$ cat config.mk
export PLATFORM = sky130hd
export DESIGN_NAME = ccff_stream_loader
export DESIGN_NICKNAME = d
export VERILOG_FILES = /design/src/rtl/ccff_stream_loader.sv
export SDC_FILE = /design/constraint.sdc
export NUM_CORES = 1
export LEC_CHECK = 0
export BUFFER_PORTS_ARGS = -buffer_cell sky130_fd_sc_hd__clkbuf_2
export CORE_MARGIN = 2
export CORE_UTILIZATION = 40
export CTS_BUF_LIST = sky130_fd_sc_hd__clkbuf_8 sky130_fd_sc_hd__clkbuf_16
export DETAILED_ROUTE_END_ITERATION = 8
export GPL_ROUTABILITY_DRIVEN = 0
export PLACE_DENSITY = 0.6
export SLEW_MARGIN = 20
export SYNTH_ARGS = -nofsm -noshare
export SYNTH_HDL_FRONTEND = slang
export SYNTH_SLANG_ARGS = --single-unit
$ cat constraint.sdc
create_clock -name clk_i -period 5.2 [get_ports clk_i]
set_input_delay 0.52 -clock clk_i [delete_from_list [all_inputs] [get_ports clk_i]]
set_output_delay 0.52 -clock clk_i [all_outputs]
set_load 0.01 [all_outputs]
$ cat src/rtl/ccff_stream_loader.sv
// Serial configuration-chain driver: shifts stream words MSB-first onto ccff_head with a
// self-generated prog_clk (clk/2) and returns ccff_tail bits as left-justified readback words.
module ccff_stream_loader #(
    parameter int unsigned WORD_W = 32,
    parameter int unsigned LEN_W  = 20
) (
    input  logic              clk_i,
    input  logic              reset_i,
    input  logic              start_i,
    input  logic [LEN_W-1:0]  chain_len_i,
    input  logic [WORD_W-1:0] s_data_i,
    input  logic              s_valid_i,
    output logic              s_ready_o,
    output logic              prog_clk_o,
    output logic              ccff_head_o,
    input  logic              ccff_tail_i,
    output logic [WORD_W-1:0] rb_data_o,
    output logic              rb_valid_o,
    output logic              busy_o,
    output logic              done_o
);

    localparam int unsigned CntW = $clog2(WORD_W) + 1;

    typedef enum logic [2:0] {StIdle, StLoad, StShLo, StShHi, StFin} state_e;

    state_e              state_q, state_d;
    logic [LEN_W-1:0]    rem_q, rem_d;
    logic [CntW-1:0]     bitcnt_q, bitcnt_d;
    logic [WORD_W-1:0]   shreg_q, shreg_d;
    logic [WORD_W-1:0]   rbreg_q, rbreg_d;
    logic [WORD_W-1:0]   rb_data_q, rb_data_d;
    logic                rb_valid_q, rb_valid_d;
    logic                head_q, head_d;
    logic                prog_clk_q, prog_clk_d;
    logic                s_ready_q, s_ready_d;
    logic                busy_q, busy_d;
    logic                done_q, done_d;

    logic                last_bit;
    logic                word_end;
    logic [CntW-1:0]     cnt_inc;
    logic [CntW-1:0]     rb_shift;

    assign cnt_inc  = bitcnt_q + CntW'(1);
    assign last_bit = (rem_q == LEN_W'(1));
    assign word_end = (cnt_inc == CntW'(WORD_W));
    // Left-justify the captured bits so a partial word sits in the MSBs.
    assign rb_shift = CntW'(WORD_W) - cnt_inc;

    always_ff @(posedge clk_i or posedge reset_i) begin
        if (reset_i) begin
            state_q    <= StIdle;
            rem_q      <= '0;
            bitcnt_q   <= '0;
            shreg_q    <= '0;
            rbreg_q    <= '0;
            rb_data_q  <= '0;
            rb_valid_q <= 1'b0;
            head_q     <= 1'b0;
            prog_clk_q <= 1'b0;
            s_ready_q  <= 1'b0;
            busy_q     <= 1'b0;
            done_q     <= 1'b0;
        end else begin
            state_q    <= state_d;
            rem_q      <= rem_d;
            bitcnt_q   <= bitcnt_d;
            shreg_q    <= shreg_d;
            rbreg_q    <= rbreg_d;
            rb_data_q  <= rb_data_d;
            rb_valid_q <= rb_valid_d;
            head_q     <= head_d;
            prog_clk_q <= prog_clk_d;
            s_ready_q  <= s_ready_d;
            busy_q     <= busy_d;
            done_q     <= done_d;
        end
    end

    always_comb begin
        state_d = state_q;
        unique case (state_q)
            StIdle: begin
                if (start_i) begin
                    state_d = (chain_len_i == '0) ? StFin : StLoad;
                end
            end
            StLoad: begin
                if (s_valid_i && s_ready_q) begin
                    state_d = StShLo;
                end
            end
            StShLo: state_d = StShHi;
            StShHi: begin
                if (last_bit) begin
                    state_d = StFin;
                end else if (word_end) begin
                    state_d = StLoad;
                end else begin
                    state_d = StShLo;
                end
            end
            StFin:   state_d = StIdle;
            default: state_d = StIdle;
        endcase
    end

    always_comb begin
        rem_d      = rem_q;
        bitcnt_d   = bitcnt_q;
        shreg_d    = shreg_q;
        rbreg_d    = rbreg_q;
        rb_data_d  = rb_data_q;
        rb_valid_d = 1'b0;
        head_d     = head_q;
        busy_d     = busy_q;
        unique case (state_q)
            StIdle: begin
                if (start_i) begin
                    rem_d  = chain_len_i;
                    busy_d = 1'b1;
                end
            end
            StLoad: begin
                if (s_valid_i && s_ready_q) begin
                    shreg_d  = s_data_i;
                    bitcnt_d = '0;
                    rbreg_d  = '0;
                    head_d   = s_data_i[WORD_W-1];
                end
            end
            StShLo: begin
                rbreg_d = {rbreg_q[WORD_W-2:0], ccff_tail_i};
            end
            StShHi: begin
                if (rem_q != '0) begin
                    rem_d = rem_q - LEN_W'(1);
                end
                bitcnt_d = cnt_inc;
                shreg_d  = shreg_q << 1;
                head_d   = last_bit ? 1'b0 : shreg_q[WORD_W-2];
                if (last_bit || word_end) begin
                    rb_valid_d = 1'b1;
                    rb_data_d  = rbreg_q << rb_shift;
                end
            end
            StFin: begin
                busy_d = 1'b0;
                head_d = 1'b0;
            end
            default: ;
        endcase
        prog_clk_d = (state_d == StShHi);
        s_ready_d  = (state_d == StLoad);
        done_d     = (state_d == StFin);
    end

    assign s_ready_o   = s_ready_q;
    assign prog_clk_o  = prog_clk_q;
    assign ccff_head_o = head_q;
    assign rb_data_o   = rb_data_q;
    assign rb_valid_o  = rb_valid_q;
    assign busy_o      = busy_q;
    assign done_o      = done_q;

endmodule

==> flow_summary.toml, run 1 <==
[critical_path]
crit_type = "flop to flop"
slowest_stage = "o21ai_0"
worst_ep_arrival_time_ns = 3.51
start_kind = "flop"
cpPeakStageDelay_ns = 0.67
critPathMaxFanout = 34
reg2reg_depth = 6
cp_data_required_time_ns = 5.49
r2r_start = "bitcnt_q[1]"
cp_cell_sequence = "ha_2 -> buf_4 -> mux4_2 -> o21ai_0 -> mux4_2 -> o21ai_1"
rr_endpoint = "rb_data_o[28]"
endpoint_kind = "flop"
crit_family = "multiplexers"
crit_path_frequent_cell = "mux4_2"
cp.buffers_inverters = 1
r2r_slack_ns = 1.98

[logic_synthesis]
synth_warnings = 0
ys_ff_latch = 130
syn_nets = 869
yosysUniqueCellTypes = 75
synth_top_cell_area_share = 0.4188
ys_seq_area_frac = 0.4188
yosysTopAreaCell = "dfrtp_1"
yosys-top-cells-area = "dfrtp_1 (42%), mux4_2 (10%), o21ai_0 (7.5%)"
synth_commonest_cells = "nand2_1 (150), dfrtp_1 (130), o21ai_0 (117)"
synthArstFlopShare = 1.000
synth.most_common_cell = "nand2_1"
synthCells = 807
synthFlopType = "dfrtp_1"
syn-cell-area_um2 = 7767
syn_area_per_cell_um2 = 9.625
synth-edff-count = 0

[routing]
avgViaCountPerCell = 5.542
post-route-drc-count = 0
via_count = 6357
antenna_left = 0
wl_per_cell_um = 16.25
dr.first_iter.drc_count = 556
wl_um = 18630
firstDrtPassIters = 5

[placement]
place.detailed.instances = 1115
place_hpwl_um = 12960
place_ws_ns = 2.029
port_buffers = 94

[floorplanning]
die_w_um = 143.4
start_util = 0.4111
io_pins = 95
die_h_um = 143.4
core_um2 = 18890
die_area_um2 = 20550
num_rows = 50

[clock_network]
numCtsBuffers = 17
cts-root-buf = "clkbuf_16"
clk-insertion-delay-late_ns = 0.42
cts_repair_resize_count = 0
clockBufferDepth = 2
cts_num_sinks = 130
path_clk_slew_ns = 0.06
htree_levels = 4
postCtsSetupBuffers = 0
ctsHoldBuffers = 0
cts_tree = "yes"

[grt]
first_global_vias = 5937
grt_pass1_wl_um = 31230
antenna_found_initial = 0
track_usage = 0.1906
overflow = 0
grt_max_degree = 83

[power]
irDropWorstVdd_mv = 0.4261
power_switching_w = 0.002370
p_int_w = 0.003251
p_total_w = 0.005621
pwr-share-clk = 0.216
switching_share = 0.4217
pwr-share-comb = 0.466
power_frac_seq = 0.317
p_leak_nw = 3.730
powerDensity_nw_per_um2 = 625.6

[layout]
final_util = 0.4756
nNetsFinal = 936
antenna_cells = 0
layout-drive-gt1-share = 0.2244
areaGrowthSynthToFinish_pct = 15.67
final_cells = 1147

[timing]
worst_slack_ns = 1.981
max_slew_margin = 0.3557
fmax_mhz = 310.6
rsz0062_at_grt = "no"
period_share = 0.6191
skew_ns = 0.01096
fin_crit_ns = 3.219
slew_violations = 0
tns_ns = 0
hold_viol_final = 0
worst_pin_slew_ns = 0.9665
setup_viol = 0

[run_status]
status = "complete, no violations"

[flow_run]
cap_violations = 0

[hold_path]
hp-class = "input pin to async pin"
## kinds of logic after synthesis
| group | after synthesis | share of synthesized area |
|---|---|---|
| AND/OR/NAND/NOR | 267 | 0.1554 |
| AO/OA/AOI/OAI | 222 | 0.1690 |
| flip-flops | 130 | 0.4188 |
| multiplexers | 103 | 0.1941 |
| buffers and inverters | 72 | 0.04462 |
| XOR/XNOR | 8 | 0.009988 |
| adder cells (fa/ha/maj) | 5 | 0.008054 |
## power by group through the flow
stage	clock [W]	combinational, W	sequential [W]
final	0.00121	0.00262	0.00178
after CTS	0.00124	0.00263	0.00178
after detailed placement	0	0.00262	0.00179
after global placement	0	0.00260	0.00178
after floorplan	0	0.00220	0.00167
after global routing	0.00129	0.00292	0.00185
## cell usage in the layout, fill, tap and decap left out, types with 4 or more instances in the layout
cell and instances:
nand2_1 150, dfrtp_1 130, o21ai_0 117, clkbuf_2 94, mux2i_1 58, nor2_1 39, a21oi_1 37, mux4_2 36
nor3_1 25, clkbuf_16 17, o21ai_1 14, inv_1 12, nand3_1 11, buf_4 11, mux2_2 8, a311oi_1 8
or3_1 7, o22ai_1 6, xor2_1 5, nor2b_1 5, nor4_1 5, a22oi_1 5, nand2b_1 5, inv_6 5
ha_1 4
## through the flow
stage          hold slack (ns)  cell area [µm²]
2_1_floorplan           0.4492             7767
3_3_place_gp            0.4591             8388
3_5_place_dp            0.4646             8388
4_1_cts                 0.2541             8985
5_1_grt                 0.2844             8985
6_report                0.2197             8985
## cell type report
class,count,area [µm²]
clock buffers,17,425.4
flip-flops and latches,130,3253
repair buffers,105,553.0
clock inverters,15,171.4
fillers,1802,9908
multi-input cells,605,4195
inverters,15,61.31
well taps,260,325.3
## how the worst max path moves through the flow
| stage | startpoint | to | slack [ns] | depth (start not counted) |
|---|---|---|---|---|
| 4_1_cts | bitcnt_q[1] | rb_data_o[28] | 2.03 | 6 |
| 3_3_place_gp | bitcnt_q[1] | rb_data_o[28] | 2.10 | 6 |
| 5_1_grt | bitcnt_q[1] | rb_data_o[28] | 1.83 | 6 |
| 3_5_place_dp | bitcnt_q[1] | rb_data_o[28] | 2.03 | 6 |
| 2_1_floorplan | reset_i | bitcnt_q[0] | 1.21 | 1 |
| 6_report | bitcnt_q[1] | rb_data_o[28] | 1.98 | 6 |
## flip-flops by register name, summed over array words and instances, names as in the netlist
register and cells:
bitcnt_q 6, busy_o 1, ccff_head_o 1, done_o 1, prog_clk_o 1, rb_data_o 32, rb_valid_o 1, rbreg_q 32
rem_q 20, s_ready_o 1, shreg_q 31, state_q 3
## routing by layer
layer / part of all wire / global-route usage / up-vias
li1: - / - / 3073
met1: 0.50 / 0.2897 / 3076
met2: 0.44 / 0.2745 / 195
met3: 0.055 / 0.04399 / 13
met4: 0.011 / 0.04799 / 0
met5: 0 / 0 / -
## worst reg2reg max path: cells and delay by family (launching register included)
kind | cells | cell delay (ns)
adders and majority gates | 1 | 0.44
buffers and inverters | 1 | 0.49
AOI/OAI and AO/OA | 2 | 0.73
DFF | 1 | 0.47
muxes | 2 | 0.98
No activity file was read; power rests on OpenSTA's default activity.
==> inputs of run 2 (changes only) <==
--- a/config.mk
+++ b/config.mk
@@ -11,7 +11,7 @@
 export CTS_BUF_LIST = sky130_fd_sc_hd__clkbuf_8 sky130_fd_sc_hd__clkbuf_16
 export DETAILED_ROUTE_END_ITERATION = 8
 export GPL_ROUTABILITY_DRIVEN = 0
-export PLACE_DENSITY = 0.6
+export PLACE_DENSITY = 0.63
 export SLEW_MARGIN = 20
 export SYNTH_ARGS = -nofsm -noshare
 export SYNTH_HDL_FRONTEND = slang
==> constraint.sdc (replaced) <==
create_clock -name clk_i -period 2.9 [get_ports clk_i]
set_input_delay 0.29 -clock clk_i [delete_from_list [all_inputs] [get_ports clk_i]]
set_output_delay 0.29 -clock clk_i [all_outputs]
set_load 0.01 [all_outputs]
==> run 2 against run 1 <==
The run now ends with negative hold slack left. Register-to-register slack lost 1.8 ns. Clock skew increased by 0.0023 ns. Setup slack got worse by 1.8 ns. Sequential cell count did not move. Die area unchanged. First-iteration DRC count down 15%. Worst hold slack worse by 0.23 ns. Combinational power grew 93%. Critical endpoint is now rb_data_o[22].
==> flow_summary.toml, run 2 (same netlist as run 1, synthesis figures left out) <==
[run_status]
status = "finished with violations"
violations = "negative hold slack"

[layout]
antenna_cells = 0
nNetsFinal = 953
final_common_cell = "nand2_1"
nFillCells = 1829
multi_input_area_um2 = 4214
areaGrowthSynthToFinish_pct = 17.77
layout-drive-gt1-share = 0.2389
final_cells = 1164
mostFrequentLayoutCells = "nand2_1 (150), dfrtp_1 (130), o21ai_0 (117), clkbuf_2 (94), mux2i_1 (57)"
seq_area_um2 = 3253

[flow_run]
cap_violations = 0

[critical_path]
r2r_slack_ns = 0.13
cp_data_required_time_ns = 3.18
worst_ep_arrival_time_ns = 3.05
start_kind = "flop"
reg2reg_depth = 7
r2r_start = "bitcnt_q[0]"
crit_type = "flop to flop"
rr_endpoint = "rb_data_o[22]"
endpoint_kind = "flop"
critPathMaxFanout = 34

[timing]
worst_pin_slew_ns = 0.5430
fin_crit_ns = 2.768
worst_hold_slack_ns = -0.005497
fmax_mhz = 361.3
rsz0062_at_grt = "no"
period_share = 0.9544
hold_viol_final = 1
max_slew_margin = 0.6380
slew_violations = 0
setup_viol = 0
tns_ns = 0
worst_slack_ns = 0.1321
skew_ns = 0.01325

[clock_network]
htree_levels = 4
clockBufferDepth = 2
numCtsBuffers = 17
ctsHoldBuffers = 0
cts-root-buf = "clkbuf_16"
path_clk_slew_ns = 0.07
cts_tree = "yes"
cts_num_sinks = 130
clk-insertion-delay-late_ns = 0.42

[power]
powerDensity_nw_per_um2 = 1123
irDropWorstVdd_mv = 0.5097
power_switching_w = 0.004316
power_frac_seq = 0.309
pwr-share-clk = 0.200
p_leak_nw = 3.817
pwr-share-comb = 0.491
switching_share = 0.4202
p_int_w = 0.005955

[placement]
place.detailed.instances = 1132
place_hpwl_um = 13380
port_buffers = 94
place_ws_ns = 0.05619

[floorplanning]
die_w_um = 143.4
core_um2 = 18890
io_pins = 95
die_area_um2 = 20550
die_h_um = 143.4
start_util = 0.4111
num_rows = 50

[grt]
track_usage = 0.1991
grt_pass1_wl_um = 32500
antenna_found_initial = 0
first_global_vias = 6187
overflow = 0
grt_max_degree = 89

[hold_path]
hp-class = "input pin to async pin"

[routing]
post-route-drc-count = 0
firstDrtPassIters = 5
wl_um = 19150
avgViaCountPerCell = 5.517
via_count = 6422
antenna_left = 0
dr.first_iter.drc_count = 472
wl_per_cell_um = 16.46
## run 2: changes by cell type in the layout (fill, tap and decap cells not counted), moves of 2 or more
| cell | change |
|---|---|
| buf_12 | +4 |
| buf_4 | +12 |
| inv_1 | +2 |
| inv_6 | -2 |
## run 2: stage by stage
step | power [W] | instance area [µm²] | util
final | 0.01027 | 9148 | 0.4842
after global routing | 0.01108 | 9148 | 0.4842
after CTS | 0.01030 | 9125 | 0.4830
after detailed placement | 0.008217 | 8564 | 0.4533
after global placement | 0.008110 | 8564 | 0.4533
after floorplan | 0.006936 | 7771 | -
## run 2: worst max path at each step
stage	cells past startpoint	end	from	slack (ns)
after CTS	7	rb_data_o[30]	bitcnt_q[0]	0.04
after detailed placement	7	rb_data_o[30]	bitcnt_q[0]	0.06
after global routing	7	rb_data_o[22]	bitcnt_q[0]	0.03
final	7	rb_data_o[22]	bitcnt_q[0]	0.13
after global placement	6	rb_data_o[30]	bitcnt_q[0]	0.09
after floorplan	9	rb_data_o[20]	bitcnt_q[1]	0.47
## run 2: per-layer routing
metal  global-route usage  up-vias  wire length, µm  share of wire
met5                    0        -                0              0
met3              0.03599       26              746          0.039
met1               0.2937     3123             9237           0.48
met4              0.06140        0              353          0.018
li1                     -     3107                -              -
met2               0.2994      166             8816           0.46
## run 2: timing repair
action                     in CTS  in global routing
gates resized for setup         0                  5
setup endpoints to repair       0                 24
buffers inserted                0                  0
## run 2: worst max-delay path, cell delays in order, from the launching register on
cell and delay (ns):
dfrtp_1 0.47, ha_2 0.45, buf_12 0.27, mux4_2 0.55
mux2i_1 0.34, nor3_1 0.07, o21ai_0 0.33, a311oi_1 0.15
## run 2: final cells by class
| cell class | instances | share of cell area |
|---|---|---|
| clock buffers | 17 | 0.04651 |
| clock inverters | 15 | 0.01477 |
| inverters | 15 | 0.006565 |
| multi-input cells | 605 | 0.4607 |
| flip-flops and latches | 130 | 0.3556 |
| well taps | 260 | 0.03556 |
| repair buffers | 122 | 0.08029 |
## run 2: power by group through the flow
| stage | combinational (W) | clock, W | sequential, W |
|---|---|---|---|
| after CTS | 0.00504 | 0.00210 | 0.00316 |
| after floorplan | 0.00395 | 0 | 0.00299 |
| final | 0.00505 | 0.00206 | 0.00317 |
| after global placement | 0.00495 | 0 | 0.00316 |
| after detailed placement | 0.00503 | 0 | 0.00318 |
| after global routing | 0.00560 | 0.00218 | 0.00330 |
